<file path="src/rtl/ucie_ctl_rx_pkg.sv">
// Shared types and constants for the UCIe controller RX flow buffer.
package ucie_ctl_rx_pkg;

    localparam int unsigned RX_NBYTES_DEF = 32;
    localparam int unsigned RX_DEPTH_DEF  = 16;

    // Link-state FSM encoding, also driven out directly on o_state.
    typedef enum logic [1:0] {
        RX_IDLE   = 2'd0,
        RX_ACTIVE = 2'd1,
        RX_DRAIN  = 2'd2
    } rx_state_e;

    // Width of an occupancy counter that must be able to hold 0..depth inclusive.
    function automatic int unsigned rx_level_width(input int unsigned depth);
        return $clog2(depth + 1);
    endfunction

endpackage

</file>
<file path="src/rtl/ucie_ctl_sync_fifo.sv">
// First-word-fall-through synchronous FIFO: storage, wrapping pointers and an
// occupancy counter from which full/empty are derived.
module ucie_ctl_sync_fifo
    import ucie_ctl_rx_pkg::*;
#(
    parameter int unsigned DW    = 256,
    parameter int unsigned DEPTH = 16
) (
    input  logic                               clk,
    input  logic                               rst,
    input  logic                               wr_en_i,
    input  logic [DW-1:0]                      wr_data_i,
    input  logic                               rd_en_i,
    output logic                               full_o,
    output logic                               empty_o,
    output logic [rx_level_width(DEPTH)-1:0]   level_o,
    output logic [DW-1:0]                      head_o
);

    localparam int unsigned LW = rx_level_width(DEPTH);
    localparam int unsigned PW = $clog2(DEPTH);

    logic [DW-1:0] mem_q [DEPTH];
    logic [PW-1:0] wr_ptr_q;
    logic [PW-1:0] rd_ptr_q;
    logic [LW-1:0] level_q;
    logic [LW-1:0] level_d;
    logic          wr_ok;
    logic          rd_ok;

    assign full_o  = (level_q == LW'(DEPTH));
    assign empty_o = (level_q == '0);
    assign level_o = level_q;

    // Self-protecting handshakes: never read an empty FIFO, never overwrite a
    // full one unless the head leaves in the same cycle.
    assign rd_ok = rd_en_i && !empty_o;
    assign wr_ok = wr_en_i && (!full_o || rd_ok);

    // Head word is gated to zero while empty so reset/empty always shows 0.
    assign head_o = empty_o ? '0 : mem_q[rd_ptr_q];

    // Next occupancy: +1 write-only, -1 read-only, unchanged otherwise.
    always_comb begin
        level_d = level_q;
        case ({wr_ok, rd_ok})
            2'b10:   level_d = level_q + LW'(1);
            2'b01:   level_d = level_q - LW'(1);
            default: level_d = level_q;
        endcase
    end

    // Pointers wrap naturally modulo DEPTH (power of two); level tracks occupancy.
    always_ff @(posedge clk or posedge rst) begin
        if (rst) begin
            wr_ptr_q <= '0;
            rd_ptr_q <= '0;
            level_q  <= '0;
        end else begin
            if (wr_ok) wr_ptr_q <= wr_ptr_q + PW'(1);
            if (rd_ok) rd_ptr_q <= rd_ptr_q + PW'(1);
            level_q <= level_d;
        end
    end

    // Storage array; contents need no reset because level gates visibility.
    always_ff @(posedge clk) begin
        if (wr_ok) mem_q[wr_ptr_q] <= wr_data_i;
    end

endmodule

</file>
<file path="src/rtl/ucie_ctl_rx_flow_buffer.sv">
// RX flow buffer between RDI receive and FDI delivery: link-state FSM with
// graceful drain, FDI backpressure, almost-full watermark and sticky overflow.
module ucie_ctl_rx_flow_buffer
    import ucie_ctl_rx_pkg::*;
#(
    parameter int unsigned NBYTES       = RX_NBYTES_DEF,
    parameter int unsigned DEPTH        = RX_DEPTH_DEF,
    parameter int unsigned AFULL_THRESH = DEPTH - 4
) (
    input  logic                               i_clk,
    input  logic                               i_rst,
    input  logic                               i_state_request,
    input  logic [NBYTES*8-1:0]                i_rdi_pl_data,
    input  logic                               i_rdi_pl_valid,
    input  logic                               i_fdi_ready,
    input  logic                               i_overflow_clear,
    output logic [NBYTES*8-1:0]                o_fdi_data,
    output logic                               o_fdi_data_valid,
    output logic                               o_overflow_detected,
    output logic                               o_almost_full,
    output logic [rx_level_width(DEPTH)-1:0]   o_level,
    output logic [1:0]                         o_state
);

    localparam int unsigned DW = NBYTES * 8;
    localparam int unsigned LW = rx_level_width(DEPTH);

    rx_state_e     state_q;
    rx_state_e     state_d;
    logic          ovf_q;
    logic          ovf_d;
    logic          afull_q;
    logic          afull_d;
    logic          fifo_full;
    logic          fifo_empty;
    logic [LW-1:0] fifo_level;
    logic [LW-1:0] level_next;
    logic          wr_en;
    logic          rd_en;
    logic          ovf_event;
    logic          active;

    assign active    = (state_q == RX_ACTIVE);
    assign rd_en     = !fifo_empty && i_fdi_ready;
    assign wr_en     = i_rdi_pl_valid && active && (!fifo_full || rd_en);
    // Only a rejected write while ACTIVE counts as overflow; IDLE/DRAIN drops are silent.
    assign ovf_event = i_rdi_pl_valid && active && fifo_full && !rd_en;

    ucie_ctl_sync_fifo #(
        .DW    (DW),
        .DEPTH (DEPTH)
    ) u_fifo (
        .clk       (i_clk),
        .rst       (i_rst),
        .wr_en_i   (wr_en),
        .wr_data_i (i_rdi_pl_data),
        .rd_en_i   (rd_en),
        .full_o    (fifo_full),
        .empty_o   (fifo_empty),
        .level_o   (fifo_level),
        .head_o    (o_fdi_data)
    );

    // Occupancy after this edge, used by the watermark and the drain-done check.
    always_comb begin
        level_next = fifo_level;
        case ({wr_en, rd_en})
            2'b10:   level_next = fifo_level + LW'(1);
            2'b01:   level_next = fifo_level - LW'(1);
            default: level_next = fifo_level;
        endcase
    end

    // Link-state next state; a re-request in DRAIN wins over the empty check.
    always_comb begin
        state_d = state_q;
        case (state_q)
            RX_IDLE:   if (i_state_request) state_d = RX_ACTIVE;
            RX_ACTIVE: if (!i_state_request) state_d = RX_DRAIN;
            RX_DRAIN: begin
                if (i_state_request)       state_d = RX_ACTIVE;
                else if (level_next == '0) state_d = RX_IDLE;
            end
            default:   state_d = RX_IDLE;
        endcase
    end

    // Sticky overflow (set beats clear) and registered watermark from next level.
    always_comb begin
        ovf_d   = ovf_q;
        afull_d = (level_next >= LW'(AFULL_THRESH));
        if (ovf_event)             ovf_d = 1'b1;
        else if (i_overflow_clear) ovf_d = 1'b0;
    end

    // Control state registers.
    always_ff @(posedge i_clk or posedge i_rst) begin
        if (i_rst) begin
            state_q <= RX_IDLE;
            ovf_q   <= 1'b0;
            afull_q <= 1'b0;
        end else begin
            state_q <= state_d;
            ovf_q   <= ovf_d;
            afull_q <= afull_d;
        end
    end

    assign o_fdi_data_valid    = !fifo_empty;
    assign o_overflow_detected = ovf_q;
    assign o_almost_full       = afull_q;
    assign o_level             = fifo_level;
    assign o_state             = state_q;

endmodule

</file>
<file path="config.mk">
export PLATFORM = sky130hd
export DESIGN_NAME = ucie_ctl_rx_flow_buffer
export DESIGN_NICKNAME = d
export VERILOG_FILES = /design/src/rtl/ucie_ctl_rx_pkg.sv /design/src/rtl/ucie_ctl_sync_fifo.sv /design/src/rtl/ucie_ctl_rx_flow_buffer.sv
export SDC_FILE = /design/constraint.sdc
export NUM_CORES = 2
export LEC_CHECK = 0
export CAP_MARGIN = 40
export CELL_PAD_IN_SITES_DETAIL_PLACEMENT = 0
export CELL_PAD_IN_SITES_GLOBAL_PLACEMENT = 2
export CORE_UTILIZATION = 40
export DETAILED_ROUTE_END_ITERATION = 10
export PLACE_DENSITY_LB_ADDON = 0.1
export SYNTH_ARGS = -nofsm -noshare
export SYNTH_HDL_FRONTEND = slang
export SYNTH_SLANG_ARGS = --single-unit
</file>
<file path="constraint.sdc">
create_clock -name i_clk -period 38.9 [get_ports i_clk]
set_clock_uncertainty 0.05 [all_clocks]
set_input_delay 7.78 -clock i_clk [delete_from_list [all_inputs] [get_ports i_clk]]
set_output_delay 7.78 -clock i_clk [all_outputs]
set_load 0.01 [all_outputs]
</file>
==> flow_metrics.env <==
export IMPL_ant_nets=0
export IMPL_design_core_area_sq_um=389000
export IMPL_cp_start_kind="flip-flop"
export IMPL_post_route_period_util_pct=38.5
export IMPL_viasPerCell=5.49
export IMPL_leakagePower_nw=56.5
export IMPL_drt_initial_drc_count=5658
export IMPL_relSlewSlack_pct=19.9
export IMPL_ys_warnings_count=0
export IMPL_tightest_slew_ns=1.20
export IMPL_seqCellArea_sq_um=123000
export IMPL_io_pins=528
export IMPL_cts_buffer_depth=4
export IMPL_cp_max_fo=38
export IMPL_violations="design-rule violations"
export IMPL_clk_pin_slew_ns=0.06
export IMPL_synthFlopType="edfxtp_1"
export IMPL_cp_arrival_ns=7.15
export IMPL_n_fill_cell=31646
export IMPL_powerDensity_nw_per_um2=72.3
export IMPL_rsz0062_at_grt="false"
export IMPL_finalWirelength_um=405000
export IMPL_clock_latency_ns=0.94
export IMPL_grt_max_degree=152
export IMPL_fmaxAchievable_mhz=66.8
export IMPL_portBuffers=527
export IMPL_cts_tree="done"
export IMPL_dieArea_sq_um=393000
export IMPL_initial_core_util_pct=40.2
export IMPL_min_path_type="reg -> reg"
export IMPL_postCtsHoldBufs=0
export IMPL_vdd_ir_drop_max_mv=0.0558
export IMPL_cp_required_ns=31.07
export IMPL_finalNetCount=7217
export IMPL_via_count=68844
export IMPL_rows=229
export IMPL_hold_viol_final=0
export IMPL_netlist_area_sq_um=156000
export IMPL_multi_input_area_sq_um=31300
export IMPL_die_h_um=627
export IMPL_area_growth_pct=17.4
export IMPL_period_needed_ns=14.98
export IMPL_synth_edf_count=4096
export IMPL_drc=118
export IMPL_drtPass1Iterations=8
export IMPL_cts_repair_resized=0
export IMPL_dp_cells=11698
export IMPL_maxCapViolCount=0
export IMPL_final_max_slew_viol_count=0
export IMPL_cts_max_level=5
export IMPL_clockRootBuffer="clkbuf_16"
export IMPL_grt_pass1_wl_um=573000
export IMPL_postCtsSetupBuffers=0
export IMPL_ys_seq_area_share_pct=79.1
export IMPL_syn_inst=6084
export IMPL_dp_hpwl_um=215000
export IMPL_synth_fp_nets=6357
export IMPL_setup_tns_ns=0
export IMPL_layout_cells_non_filler=12537
export IMPL_outcome="complete, but fails checks"
export IMPL_syn_area_per_cell_sq_um=25.7
export IMPL_cts_sinks=4113
export IMPL_gp_congestion=0.714
export IMPL_antenna_found_initial=106
export IMPL_wl_per_cell_um=32.3
export IMPL_end_kind="output pin"
export IMPL_synth_seq_cells=4113
export IMPL_grt_pass1_vias=74204
export IMPL_drive_gt1_share_pct=28.8
export IMPL_grt_use_total_pct=20.6
export IMPL_async_flop_share_pct=0.413
export IMPL_numCtsBuffers=441
export IMPL_overflow=0
export IMPL_ys_types=42
export IMPL_die_w_um=627
export IMPL_setup_viol=0
export IMPL_critPathKind="reg -> out"
-- cell usage after synthesis, types with 2 or more instances --
| cell | instances | area [sq um] |
|---|---|---|
| buf_6 | 17 | 191 |
| and4_1 | 4 | 35.0 |
| a311oi_1 | 3 | 26.3 |
| dfrtp_1 | 17 | 425 |
| nor4b_1 | 4 | 35.0 |
| nor2_1 | 5 | 18.8 |
| xor2_1 | 3 | 26.3 |
| nand4_1 | 3 | 18.8 |
| mux4_2 | 1280 | 28800 |
| a21oi_1 | 2 | 10.0 |
| xnor2_1 | 9 | 78.8 |
| nor3_1 | 2 | 10.0 |
| inv_1 | 12 | 45.0 |
| or3b_2 | 2 | 17.5 |
| o21ai_0 | 3 | 15.0 |
| nor2b_1 | 4 | 25.0 |
| nand2_1 | 10 | 37.5 |
| buf_2 | 107 | 536 |
| nand3_1 | 5 | 25.0 |
| mux2i_1 | 3 | 30.0 |
| buf_1 | 22 | 82.6 |
| nor3b_1 | 5 | 37.5 |
| o22a_1 | 2 | 17.5 |
| clkbuf_1 | 178 | 668 |
| edfxtp_1 | 4096 | 123000 |
| and2_1 | 260 | 1630 |
| ha_1 | 11 | 138 |
-- layout make-up --
class                      count  share of cell area [%]
clock buffer                 562                    6.35
clock inverter               236                    1.22
multi-input combinational   1635                    17.0
tap                         5197                    3.55
sequential                  4113                    67.3
inverter                      12                  0.0246
timing repair buffer         741                    4.44
antenna                       41                  0.0560
-- cells by family after synthesis --
family,Yosys count,synth area share (%)
AOI/OAI and AO/OA,19,0.0914
DFF,4113,79.1
muxes,1284,18.5
adders and majority gates,11,0.0882
xor gates and xnor gates,12,0.0673
and+or+nand+nor,309,1.23
buffers and inverters,336,0.975
-- state kept, by name, indices dropped and copies added (netlist names) --
register and count:
u_fifo.level_o 5, u_fifo.wr_ptr_q 4, u_fifo.rd_ptr_q 4, o_overflow_detected 1
o_state 2, o_almost_full 1, u_fifo.mem_q 4096
-- final timing paths --
check,startpoint,endpoint,slack (ns),cells past startpoint
worst min register to register,o_overflow_detected,o_overflow_detected,0.49,2
worst min-delay path,o_overflow_detected,o_overflow_detected,0.49,2
max in group asynchronous,i_rst,u_fifo.rd_ptr_q[1],31.03,2
min in group asynchronous,i_rst,o_state[0],7.22,2
worst max register to register,u_fifo.level_o[0],u_fifo.mem_q[8][192],32.70,11
worst max-delay path,u_fifo.rd_ptr_q[0],o_fdi_data[131],23.92,10
-- metal layers --
metal | global-route usage [%] | vias up | wire length [um]
met2 | 35.5 | 1633 | 209000
met3 | 3.42 | 635 | 20300
met4 | 5.87 | 40 | 10300
li1 | - | 28353 | -
met5 | 0 | - | 246
met1 | 27.1 | 38183 | 165000
-- critical path, stage by stage, from the launching register on --
cell	delay, ns
dfrtp_4	0.94
buf_4	0.75
buf_4	0.61
buf_4	0.74
buf_4	0.49
buf_4	0.45
buf_16	0.28
mux4_2	0.56
mux4_2	0.50
and2_1	0.18
clkdlybuf4s50_1	0.47
-- cells in the final DEF, fill, tap and decap left out, types with 4 or more instances in the layout --
cell / instances
nand2_1: 10
clkinv_2: 77
and2_1: 256
clkinv_1: 99
clkinv_8: 4
clkbuf_16: 448
nor2b_1: 4
clkbuf_1: 114
dfrtp_1: 13
diode_2: 41
clkdlybuf4s50_1: 527
inv_6: 4
nor2_1: 5
and4_4: 4
bufinv_16: 35
nand3_1: 4
xnor2_1: 9
inv_16: 4
ha_1: 11
dfrtp_4: 4
edfxtp_1: 4096
mux4_2: 1280
clkinv_16: 6
buf_12: 26
buf_4: 141
nor3b_2: 4
and2_4: 4
nor4b_2: 4
buf_16: 47
inv_1: 12
-- report_power, final --
part / total (mW) / internal, mW / switching, mW
clock network: 4.05 / 2.34 / 1.71
logic: 4.09 / 2.12 / 1.97
registers: 5.13 / 5.05 / 0.0712
total: 13.3 / 9.52 / 3.75
-- metrics by stage --
step	total power [mW]	hold slack [ns]	cell area (sq um)	worst slack, ns	util, %
after floorplan	7.77	0.508	156000	3.13	-
after global placement	9.34	0.472	168000	23.84	43.2
after detailed placement	9.43	0.479	169000	24.64	43.6
after CTS	13.5	0.492	183000	23.58	47.1
after global routing	13.8	0.523	183000	23.30	47.1
final	13.3	0.488	183000	23.92	47.2
Power figures use the tool's default switching activity.
